===== config.mk =====
export PLATFORM = sky130hd
export DESIGN_NAME = vector_mem_sequencer_flat
export DESIGN_NICKNAME = d
export VERILOG_FILES = /design/src/rtl/vector_mem_sequencer_if.sv /design/src/rtl/vector_mem_sequencer.sv /design/src/flat_wrapper.sv
export SDC_FILE = /design/constraint.sdc
export NUM_CORES = 1
export LEC_CHECK = 0
export ABC_AREA = 1
export BUFFER_PORTS_ARGS = -buffer_cell sky130_fd_sc_hd__buf_4
export CAP_MARGIN = 20
export CORE_MARGIN = 10
export CORE_UTILIZATION = 55
export DETAILED_ROUTE_END_ITERATION = 10
export PLACE_DENSITY = 0.92
export SYNTH_ARGS = -nofsm -noshare
export SYNTH_HDL_FRONTEND = slang
export SYNTH_SLANG_ARGS = --single-unit

===== constraint.sdc =====
create_clock -name clk -period 2.05 [get_ports clk]
set_clock_uncertainty 0.1 [all_clocks]
set_input_delay 0.205 -clock clk [delete_from_list [all_inputs] [get_ports clk]]
set_output_delay 0.205 -clock clk [all_outputs]
set_load 0.005 [all_outputs]

===== src/rtl/vector_mem_sequencer_if.sv =====
// Single-word data memory port between the M-stage vector sequencer (master)
// and the data memory (slave).
interface vector_mem_sequencer_if #(
  parameter int ADDR_WIDTH = 16,
  parameter int DATA_WIDTH = 8
);
  logic [ADDR_WIDTH-1:0] memAddr;
  logic                  memReadEnable;
  logic                  memWriteEnable;
  logic [DATA_WIDTH-1:0] memWriteData;
  logic                  memReady;
  logic [DATA_WIDTH-1:0] memReadData;

  modport master (
    output memAddr, memReadEnable, memWriteEnable, memWriteData,
    input  memReady, memReadData
  );

  modport slave (
    input  memAddr, memReadEnable, memWriteEnable, memWriteData,
    output memReady, memReadData
  );
endinterface


===== src/rtl/vector_mem_sequencer.sv =====
// M-stage sequencer: splits one vector (or scalar) load/store into single-word
// memory accesses, freezes the pipeline meanwhile, and assembles load lanes.
module vector_mem_sequencer #(
  parameter int LANES      = 4,
  parameter int DATA_WIDTH = 8,
  parameter int ADDR_WIDTH = 16
) (
  input  logic                          clk,
  input  logic                          rstN,
  input  logic                          startM,
  input  logic                          isStoreM,
  input  logic                          isVectorM,
  input  logic [ADDR_WIDTH-1:0]         baseAddrM,
  input  logic [LANES*DATA_WIDTH-1:0]   storeDataM,
  output logic                          stallM,
  output logic [LANES*DATA_WIDTH-1:0]   loadDataW,
  output logic                          loadValidW,
  output logic                          doneM,
  vector_mem_sequencer_if.master        mem
);

  localparam int LW    = LANES * DATA_WIDTH;
  localparam int CNT_W = (LANES > 1) ? $clog2(LANES) : 1;

  typedef enum logic [1:0] {IDLE, XFER, DRAIN, DONE} state_t;

  state_t                  state_q;
  logic [CNT_W-1:0]        count_q;
  logic [CNT_W-1:0]        last_q;
  logic                    isStore_q;
  logic [LW-1:0]           storeData_q;
  logic [LW-1:0]           asm_q;
  logic [LW-1:0]           asm_d;
  logic                    cap_q;
  logic [CNT_W-1:0]        capLane_q;
  logic [LW-1:0]           loadData_q;
  logic [ADDR_WIDTH-1:0]   addr_q;
  logic                    re_q;
  logic                    we_q;
  logic [DATA_WIDTH-1:0]   wd_q;

  function automatic logic [DATA_WIDTH-1:0] lane_sel(input logic [LW-1:0] v,
                                                     input logic [CNT_W-1:0] idx);
    return v[idx*DATA_WIDTH +: DATA_WIDTH];
  endfunction

  // Read data arrives one cycle after acceptance; merge it into its lane here so
  // the DRAIN->DONE edge can publish the final lane together with the rest.
  always_comb begin
    asm_d = asm_q;
    if (cap_q) asm_d[capLane_q*DATA_WIDTH +: DATA_WIDTH] = mem.memReadData;
  end

  always_ff @(posedge clk or negedge rstN) begin
    if (!rstN) begin
      state_q     <= IDLE;
      count_q     <= '0;
      last_q      <= '0;
      isStore_q   <= 1'b0;
      storeData_q <= '0;
      asm_q       <= '0;
      cap_q       <= 1'b0;
      capLane_q   <= '0;
      loadData_q  <= '0;
      addr_q      <= '0;
      re_q        <= 1'b0;
      we_q        <= 1'b0;
      wd_q        <= '0;
    end else begin
      asm_q <= asm_d;
      cap_q <= 1'b0;
      case (state_q)
        IDLE: begin
          if (startM) begin
            count_q     <= '0;
            last_q      <= isVectorM ? CNT_W'(LANES - 1) : '0;
            isStore_q   <= isStoreM;
            storeData_q <= storeDataM;
            asm_q       <= '0;
            addr_q      <= baseAddrM;
            re_q        <= !isStoreM;
            we_q        <= isStoreM;
            wd_q        <= isStoreM ? storeDataM[DATA_WIDTH-1:0] : '0;
            state_q     <= XFER;
          end
        end
        XFER: begin
          cap_q     <= re_q && mem.memReady;
          capLane_q <= count_q;
          if (mem.memReady) begin
            if (count_q != last_q) begin
              count_q <= count_q + CNT_W'(1);
              addr_q  <= addr_q + ADDR_WIDTH'(1);
              wd_q    <= isStore_q ? lane_sel(storeData_q, count_q + CNT_W'(1)) : '0;
            end else begin
              re_q    <= 1'b0;
              we_q    <= 1'b0;
              addr_q  <= '0;
              wd_q    <= '0;
              state_q <= isStore_q ? DONE : DRAIN;
            end
          end
        end
        DRAIN: begin
          loadData_q <= asm_d;
          state_q    <= DONE;
        end
        DONE:    state_q <= IDLE;
        default: state_q <= IDLE;
      endcase
    end
  end

  // The request cycle itself must already freeze upstream, hence startM in IDLE.
  assign stallM             = (state_q == IDLE) ? startM : (state_q != DONE);
  assign doneM              = (state_q == DONE);
  assign loadValidW         = (state_q == DONE) && !isStore_q;
  assign loadDataW          = loadData_q;
  assign mem.memAddr        = addr_q;
  assign mem.memReadEnable  = re_q;
  assign mem.memWriteEnable = we_q;
  assign mem.memWriteData   = wd_q;

endmodule


===== src/flat_wrapper.sv =====
// flat-port wrapper written by rule: the top's interface ports become plain ports
module vector_mem_sequencer_flat 
#(
  parameter int LANES      = 4,
  parameter int DATA_WIDTH = 8,
  parameter int ADDR_WIDTH = 16
)
  (clk, rstN, startM, isStoreM, isVectorM, baseAddrM, storeDataM, stallM, loadDataW, loadValidW, doneM, mem_memAddr, mem_memReadEnable, mem_memWriteEnable, mem_memWriteData, mem_memReady, mem_memReadData);
  vector_mem_sequencer_if #(.ADDR_WIDTH(ADDR_WIDTH), .DATA_WIDTH(DATA_WIDTH)) mem_i ();
  input  logic clk;
  input  logic rstN;
  input  logic startM;
  input  logic isStoreM;
  input  logic isVectorM;
  input  logic [ADDR_WIDTH-1:0] baseAddrM;
  input  logic [LANES*DATA_WIDTH-1:0] storeDataM;
  output logic stallM;
  output logic [LANES*DATA_WIDTH-1:0] loadDataW;
  output logic loadValidW;
  output logic doneM;
  output wire logic [$bits(mem_i.memAddr)-1:0] mem_memAddr;
  output wire logic [$bits(mem_i.memReadEnable)-1:0] mem_memReadEnable;
  output wire logic [$bits(mem_i.memWriteEnable)-1:0] mem_memWriteEnable;
  output wire logic [$bits(mem_i.memWriteData)-1:0] mem_memWriteData;
  input wire logic [$bits(mem_i.memReady)-1:0] mem_memReady;
  input wire logic [$bits(mem_i.memReadData)-1:0] mem_memReadData;
  assign mem_memAddr = mem_i.memAddr;
  assign mem_memReadEnable = mem_i.memReadEnable;
  assign mem_memWriteEnable = mem_i.memWriteEnable;
  assign mem_memWriteData = mem_i.memWriteData;
  assign mem_i.memReady = mem_memReady;
  assign mem_i.memReadData = mem_memReadData;
  vector_mem_sequencer #(.LANES(LANES), .DATA_WIDTH(DATA_WIDTH), .ADDR_WIDTH(ADDR_WIDTH)) u_core (.clk(clk), .rstN(rstN), .startM(startM), .isStoreM(isStoreM), .isVectorM(isVectorM), .baseAddrM(baseAddrM), .storeDataM(storeDataM), .stallM(stallM), .loadDataW(loadDataW), .loadValidW(loadValidW), .doneM(doneM), .mem(mem_i));
endmodule

After elaboration in Yosys (flattened, before gate mapping):

Cells that the tools add are included.

* register bits after elaboration: 132
* input bits: 62
* output and inout port bits: 61
* logic and storage cells: 71

* add/sub/neg operators: 3
* eq/ne operators: 9
* shift-type cells: 3
* mux-type cells: 32
* reductions and logical operators: 11

Operators with widths (number)
* 32-bit 2-to-1 mux: 3
* 16-bit 2-to-1 mux: 3
* 8-bit 2-to-1 mux: 5
* 5-bit negation with 34-bit output: 1
* 8-bit by 34-bit variable shift with 32-bit output, first input constant: 1
* 8-bit by 34-bit indexed part select with 32-bit output: 1
* 32-bit bitwise mux: 1
* 16-bit one-hot mux with 2 select lines: 1
* 32-bit by 6-bit indexed part select with 8-bit output: 1
* 16-bit by 1-bit adder with 16-bit output, second input constant: 1
* 8-bit one-hot mux with 2 select lines: 1
* 2-bit 2-to-1 mux: 7
* 2-bit != test, second input constant: 4
* 2-bit one-hot mux with 4 select lines: 1
* 4-bit AND reduction: 2
* 1-bit 2-to-1 mux: 7
* 3-bit AND reduction: 2
* 2-bit equality test, second input constant: 2
* 1-bit one-hot mux with 2 select lines: 2
* 2-bit one-hot mux with 2 select lines: 1
* 2-bit by 1-bit adder with 2-bit output, second input constant: 1
* 2-bit by 1-bit equality test with 1-bit output, second input constant: 1
* 1-bit logical AND: 2
* 1-bit logical NOT: 2
* 5 further kinds: 5

Logic depth before layout (Yosys ltp):

Gate-level depths: netlist (run 1).

* word-level depth: 6
* mapped depth: 10
* mapped depth without buffers: 10

Least setup slack after synthesis (run 1):

Ideal clock, no wire load.

* path kind: flip-flop to flip-flop
* from: reg u_core.capLane_q[0]
* to: reg u_core.asm_q[20]
* library setup time: 0.066 ns
* arrival time: 1.689 ns
* data required time: 1.884 ns
* path slack: 0.194 ns
* cell stages (with the launch flop): 9
* path buffers: 1
* period minus slack after synthesis: 1.856 ns
* cell sequence: dfrtp_1 buf_6 inv_1 ha_1 inv_1 nor3_4 nand3_1 o21ai_0 and2_1

* longest elaborated chain between the ends: 6
* elaborated cells between the ends (all ways): 7
* those cells by class: add/sub (1); shift (2); mux (4)

Ends and longest elaborated chain
* start: declaration: RTL line vector_mem_sequencer.sv:35 `logic [CNT_W-1:0] capLane_q;`
* start signal: assignment: RTL line vector_mem_sequencer.sv:89 `capLane_q <= count_q;`
* 5-bit negation with 34-bit output (*): RTL line vector_mem_sequencer.sv:51 `if (cap_q) asm_d[capLane_q*DATA_WIDTH +: DATA_WIDTH] = mem.memReadData;`
* 8-bit by 34-bit indexed part select with 32-bit output or 8-bit by 34-bit variable shift with 32-bit output (tied branches): RTL line vector_mem_sequencer.sv:51
* 32-bit bitwise mux (*): RTL line vector_mem_sequencer.sv:51
* 32-bit 2-to-1 mux (*): RTL line vector_mem_sequencer.sv:51
* 32-bit 2-to-1 mux: RTL line vector_mem_sequencer.sv:74 `if (startM) begin`
* 32-bit 2-to-1 mux (*): RTL line vector_mem_sequencer.sv:72 `case (state_q)`
* end signal: assignment: RTL line vector_mem_sequencer.sv:70 `asm_q <= asm_d;`
* end: declaration: RTL line vector_mem_sequencer.sv:32 `logic [LW-1:0] asm_q;`

Mark *: on every way between the ends. The rest lies on a longest branch, timed or not.
A chain may end at the register's enable or synchronous reset.

Worst setup path after layout (run 1):

* from: reg u_core.state_q[0]
* to: reg u_core.addr_q[4] (netlist: u_core.mem.memAddr[4])

* longest elaborated chain between the ends: 3
* elaborated cells between the ends (all ways): 7
* those cells by class: eq/ne (3); mux (1); reduce/logical (3)

Ends and longest elaborated chain
* start: declaration: RTL line vector_mem_sequencer.sv:27 `state_t state_q;`
* start signal: assignment: RTL line vector_mem_sequencer.sv:100 `state_q <= isStore_q ? DONE : DRAIN;`
* 2-bit by 1-bit equality test with 1-bit output or 2-bit logical NOT (tied branches): RTL line vector_mem_sequencer.sv:72
* 2-bit != test (no source line) or 2-bit nonzero test (tied branches)
* 3-bit AND reduction (no source line)
* end signal: assignment: RTL line vector_mem_sequencer.sv:80 `addr_q <= baseAddrM;`
* end signal: assignment: RTL line vector_mem_sequencer.sv:93 `addr_q <= addr_q + ADDR_WIDTH'(1);`
* end: declaration: RTL line vector_mem_sequencer.sv:37 `logic [ADDR_WIDTH-1:0] addr_q;`

Parallel ways exist; a longest one is shown, timed or not.

==> results of run 1 <==
layer usage:
metal / up-vias / share of wire (%) / GRT usage [%]
li1: 2779 / - / -
met3: 96 / 10 / 7.257
met1: 2865 / 37 / 27.27
met4: 0 / 4.4 / 11.65
met5: - / 0 / 0
met2: 404 / 49 / 39.91
repair_timing:
action	CTS	global route
pin swaps	0	2
resized for setup	5	10
hold buffers	40	0
cloned	1	1
setup endpoints to repair	8	37
buffers inserted	0	1
hold endpoints to repair	81	0
area by class of cell:
| class | count | area (µm²) | share of cell area (%) |
|---|---|---|---|
| Inverter | 67 | 255.2 | 3.048 |
| Clock inverter | 12 | 203.9 | 2.435 |
| Clock buffer | 18 | 439.2 | 5.244 |
| Multi-Input combinational cell | 528 | 2504 | 29.90 |
| Timing Repair Buffer | 178 | 1503 | 17.94 |
| Tap cell | 140 | 175.2 | 2.092 |
| Sequential cell | 131 | 3279 | 39.16 |
| Timing Repair inverter | 2 | 15.01 | 0.1793 |
worst paths after layout:
check | endpoint | slack (ns) | depth (start not counted) | startpoint
worst max-delay path | u_core.mem.memAddr[4] | 0.05 | 8 | u_core.state_q[0]
worst min-delay path | u_core.mem.memAddr[12] | -0.001 | 3 | baseAddrM[12]
worst max register to register | u_core.mem.memAddr[4] | 0.05 | 8 | u_core.state_q[0]
worst min register to register | u_core.storeData_q[22] | 0.39 | 2 | u_core.storeData_q[22]
max in group asynchronous | u_core.storeData_q[29] | 1.00 | 3 | rstN
min in group asynchronous | u_core.asm_q[1] | 0.26 | 2 | rstN
state kept, by name, indices dropped and copies added, names as in the netlist, 2 cells and up:
register                 cells
u_core.asm_q                32
u_core.loadDataW            32
u_core.storeData_q          32
u_core.mem.memAddr          16
u_core.mem.memWriteData      8
u_core.capLane_q             2
u_core.count_q               2
u_core.state_q               2
worst max-delay path: cells and delay by family, from the launching register on:
kind	cells	cell delay, ns
AOI/OAI and AO/OA	1	0.06
adders and majority gates	1	0.25
buffers and inverters	3	0.42
DFF	1	0.44
and+or+nand+nor	3	0.61
power breakdown:
part	total (mW)	internal, mW	switching [mW]
logic	5.64	2.24	3.40
registers	4.31	3.58	0.735
clock network	3.34	2.18	1.15
total	13.3	8.01	5.28
cell families after synthesis:
family | count (synthesis)
simple gates | 369
compound gates | 148
flops | 131
buf+inv | 98
fa+ha+maj | 10
xor+xnor | 1
cells in the final DEF, fill, tap and decap left out, drive strengths merged, types with 11 or more instances in the layout:
master and n:
o21ai 55, nand2 224, clkbuf 18, a21oi 72, nand3 39, buf 138
dlygate4sd3 40, inv 68, a31oi 11, dfrtp 131, nor2 90
per-stage QoR:
| step | cell area [µm²] | std cells |
|---|---|---|
| floorplan | 6175 | 757 |
| global placement | 7279 | 1003 |
| detailed placement | 7279 | 1003 |
| CTS | 8339 | 1074 |
| global route | 8374 | 1076 |
| finish | 8374 | 1076 |
==> reports/results.ini, run 1 <==
[synth]
post-synth-top-area-fraction_pct = 53.09
synth_top_cell_by_area = dfrtp_1
postSynth.asyncResetShare_pct = 100.0
synth-seq-cells = 131
yosys_warnings = 0
syn_nets = 829
synth_xor_area_share_pct = 0.1418
yosysSeqAreaShare_pct = 53.09
synthCells = 757
synth_top_family_by_area = simple AND/OR/NAND/NOR gates
synthMuxAreaShare_pct = 0
synth_flop_cell = dfrtp_1
synth_area_per_cell_um2 = 8.157
synth_simple_gate_area_share_pct = 25.37
yosysMostFrequentCell = nand2_1
synth-edff-count = 0
synthTopCellsByCount = 218 x nand2_1, 131 x dfrtp_1, 85 x nor2_1
synthAdderAreaFrac_pct = 2.026
synth_cell_types = 34
netlist_area_mm2 = 0.006175
synth_area_leaders = dfrtp_1 53%, nand2_1 13%, a21oi_1 5.8%
synth_compound_area_share_pct = 12.64

[sta]
hold_viol = 1
holdWs_ns = -0.0009812
setup_ws_ns = 0.04957
slew_violations = 0
rsz0062_at_grt = true
worst_slew_pin_slew_ns = 0.6091
finalCriticalPeriod_ns = 2.000
max_slew_margin_pct = 59.40
fin_setup_tns_ns = 0
period_share_pct = 97.58
timing.fmax_mhz = 499.9
setup_viol = 0

[layout]
nFillCells = 701
final_util_pct = 76.58
drive_gt1_share_pct = 20.94
syn_to_final_growth_pct = 35.62
nets = 997
antenna_cells = 0

[critical_path]
cp_cell_sequence = inv_1, ha_2, inv_1, or2_1, nand3b_4, clkinvlp_4, nor2_1, a21oi_1
crit_slowest_cell = dfrtp_2
worst-endpoint-arrival_ns = 2.19
crit_path_start_kind = flip-flop
cp.required_ns = 2.24
critPathKind = reg -> reg
cp_slowest_stage_delay_ns = 0.44
path_max_fanout = 10
crit_top_cell = inv_1
endpoint_kind = flip-flop

[floorplanning]
num_rows = 38
dieHeight_um = 126.0
die_w_um = 126.0
dieArea_mm2 = 0.01586
core-area_mm2 = 0.01094
start_util_pct = 56.46
pin_count = 123

[place]
pre_cts_ws_ns = -0.005795
port_buffers = 122
gp_congestion = 0.8667
dp_hpwl_mm = 11.55

[global_route]
overflow = 0
grt_pass1_wl_mm = 31.34
grtUsageTotal_pct = 23.86
grt_antenna_before_repair = 0
grt_pass1_vias = 6225
grt_max_degree = 65

[clocking]
htreeDepth = 4
cts_tree = done
clk_latency_ns = 0.41
clockRootBuffer = clkbuf_16
numCtsBuffers = 17
clkSinkCount = 131
clkTransAtPathRegs_ns = 0.06
clockBufferDepth = 2

[detailed_routing]
drt_iter0_drc = 715
drc = 0
viasPerCell = 5.710
dr.pass1.iters = 5
routedWlPerCell_um = 18.18
vias = 6144
drtAntennaViolNets = 0
wl_mm = 19.56

[worst_hold_path]
hold_path_class = in -> reg

[pwr]
finalPower_mw = 13.29
p_per_area_mw_per_mm2 = 1587
p_leak_nw = 4.082
irDropWorstVdd_mv = 1.162

[run_status]
violations = negative hold slack
status = finished, violations left

[run]
max_cap_viol_count = 0

(Power assumes the default switching activity.)
==> run 2, diff against run 1 <==
- BUFFER_PORTS_ARGS: -buffer_cell sky130_fd_sc_hd__buf_4 -> -buffer_cell sky130_fd_sc_hd__buf_2
==> reports/results.ini, run 2 (synthesis gave the netlist of run 1 again) <==
[run_status]
status = complete, no violations  ; was finished, violations left

[pwr]
clockPowerShare_pct = 26.4  ; was 25.1%
p_switching_mw = 5.156  ; was 5.284 mW
finalPower_mw = 12.81  ; was 13.29 mW
intPower_mw = 7.656  ; was 8.005 mW
p_leak_nw = 4.014  ; was 4.082 nW
p_per_area_mw_per_mm2 = 1581  ; was 1587 mW/mm²
irDropWorstVdd_mv = 1.270  ; was 1.162 mV
swShare_pct = 40.24  ; was 39.76%
seq_power_share_pct = 33.4  ; was 32.5%
p_comb_share_pct = 40.2  ; was 42.4%

[layout]
multiInputGateArea_mm2 = 0.002501  ; was 0.002504 mm²
drive_gt1_share_pct = 20.68  ; was 20.94%
syn_to_final_growth_pct = 31.25  ; was 35.62%
nets = 1002  ; was 997
nFillCells = 707  ; was 701
mostFrequentLayoutCells = 218 x nand2_1, 130 x dfrtp_1, 121 x buf_2  ; was 217 x nand2_1, 132 x buf_4, 130 x dfrtp_1
final_common_cell = nand2_1  ; unchanged
final_cell_area_mm2 = 0.008104  ; was 0.008374 mm²
seqCellArea_mm2 = 0.003279  ; unchanged

[detailed_routing]
routedWlPerCell_um = 17.53  ; was 18.18 µm
wl_met1_mm = 7.170  ; was 7.148 mm
drt_iter0_drc = 653  ; was 715
viasPerCell = 5.601  ; was 5.710
vias = 6071  ; was 6144
dr.pass1.iters = 6  ; was 5
routed-wl-met2_mm = 9.484  ; was 9.524 mm
drtAntennaViolNets = 0  ; unchanged
drc = 0  ; unchanged
highest_layer = met4  ; unchanged
routed-wl-met3_mm = 1.750  ; was 2.022 mm
wl_mm = 19.00  ; was 19.56 mm

[global_route]
overflow = 0  ; unchanged
grt_antenna_before_repair = 0  ; unchanged
grtUsageTotal_pct = 23.18  ; was 23.86%
grt_max_degree = 65  ; unchanged
grt_pass1_wl_mm = 30.63  ; was 31.34 mm
grt_pass1_vias = 6180  ; was 6225

[critical_path]
crit_slowest_cell = dfrtp_2  ; unchanged
critPathKind = reg -> reg  ; unchanged
worst-path-buf-inv = 3  ; unchanged
crit_top_cell = inv_1  ; unchanged
cp.required_ns = 2.24  ; about the same
cp_cell_sequence = inv_1, ha_1, inv_1, or2_1, nand3b_4, clkinvlp_4, nor2_1, a21oi_1  ; was inv_1, ha_2, inv_1, or2_1, nand3b_4, clkinvlp_4, nor2_1, a21oi_1
crit_path_start_kind = flip-flop  ; unchanged
worst-endpoint-arrival_ns = 2.16  ; was 2.19 ns
endpoint_kind = flip-flop  ; unchanged
rrSetupSlack_ns = 0.09  ; was 0.05 ns
path_max_fanout = 10  ; unchanged
crit_family = simple AND/OR/NAND/NOR gates  ; unchanged
cp_slowest_stage_delay_ns = 0.44  ; about the same

[floorplanning]
num_rows = 38  ; unchanged
dieHeight_um = 126.0  ; unchanged
pin_count = 123  ; unchanged
dieArea_mm2 = 0.01586  ; unchanged
die_w_um = 126.0  ; unchanged
core-area_mm2 = 0.01094  ; unchanged
start_util_pct = 56.46  ; unchanged

[sta]
finalCriticalPeriod_ns = 1.964  ; was 2.000 ns
max_slew_margin_pct = 63.64  ; was 59.40%
setup_viol = 0  ; unchanged
timing.fmax_mhz = 509.1  ; was 499.9 MHz
holdWs_ns = 0.02041  ; was -0.0009812 ns
setup_ws_ns = 0.08571  ; was 0.04957 ns
worst_slew_pin_slew_ns = 0.5454  ; was 0.6091 ns
slew_violations = 0  ; unchanged
rsz0062_at_grt = true  ; unchanged
period_share_pct = 95.82  ; was 97.58%
hold_viol = 0  ; was 1

[clocking]
clockBufferDepth = 2  ; unchanged
clkSinkCount = 131  ; unchanged
numCtsBuffers = 17  ; unchanged
htreeDepth = 4  ; unchanged
clk_latency_ns = 0.41  ; about the same
cts_tree = done  ; unchanged
clkTransAtPathRegs_ns = 0.06  ; about the same
clockRootBuffer = clkbuf_16  ; unchanged

[place]
port_buffers = 122  ; unchanged
gp_congestion = 0.8888  ; was 0.8667
dpl-instance-area_mm2 = 0.006944  ; was 0.007279 mm²
dp_hpwl_mm = 11.00  ; was 11.55 mm
pre_cts_ws_ns = 0.04068  ; was -0.005795 ns

[worst_hold_path]
hold_path_class = in -> reg  ; unchanged

[run]
max_cap_viol_count = 0  ; unchanged

-- run 2: metal layers --
layer	track usage [%]	vias to the layer above
li1	-	2781
met4	9.511	0
met5	0	-
met3	7.173	58
met1	26.21	2884
met2	39.82	348
-- run 2: layout make-up --
class / instances / share of cell area (%)
repair inverters: 1 / 0.09264
flip-flops and latches: 131 / 40.47
inverters: 67 / 3.150
well taps: 140 / 2.161
clock inverters: 14 / 2.748
multi-input cells: 528 / 30.86
clock buffers: 18 / 5.296
repair buffers: 184 / 15.19
diodes: 1 / 0.03088
-- run 2: worst paths after layout --
| check | from | to | cells past startpoint |
|---|---|---|---|
| max in group asynchronous | rstN | u_core.state_q[0] | 3 |
| setup / recovery | u_core.state_q[0] | u_core.mem.memAddr[5] | 8 |
| hold reg to reg | u_core.storeData_q[19] | u_core.storeData_q[19] | 2 |
| hold / removal | baseAddrM[10] | u_core.mem.memAddr[10] | 3 |
| setup reg to reg | u_core.state_q[0] | u_core.mem.memAddr[5] | 8 |
| min in group asynchronous | rstN | u_core.loadDataW[0] | 2 |
-- run 2: power by group through the flow --
| stage | Clock (mW) | Sequential (mW) | Combinational (mW) |
|---|---|---|---|
| 6_report | 3.39 | 4.28 | 5.15 |
| 3_3_place_gp | 0 | 4.20 | 4.58 |
| 2_1_floorplan | 0 | 4.20 | 3.17 |
| 5_1_grt | 3.52 | 4.37 | 5.75 |
| 3_5_place_dp | 0 | 4.23 | 4.72 |
| 4_1_cts | 3.39 | 4.21 | 4.86 |
-- run 2: worst register-to-register path, stage by stage, from the launching register on --
cell	delay [ns]
dfrtp_2	0.44
inv_1	0.09
ha_1	0.25
inv_1	0.05
or2_1	0.25
nand3b_4	0.14
clkinvlp_4	0.27
nor2_1	0.18
a21oi_1	0.07
-- run 2: through the flow --
step | setup TNS [ns] | instances | utilization [%]
after floorplan | 0 | 757 | -
after global placement | 0 | 1002 | 63.50
after detailed placement | 0 | 1002 | 63.50
after CTS | -0.02172 | 1080 | 73.67
after global routing | -0.02918 | 1083 | 74.08
final | 0 | 1084 | 74.11
-- run 2: timing repair --
item / 4_1_cts / 5_1_grt
pin swaps: 0 / 2
setup endpoints to repair: 1 / 30
resized for setup: 0 / 10
setup buffers: 0 / 2
hold buffers: 46 / 0
hold endpoints to repair: 85 / 0
cloned: 0 / 1
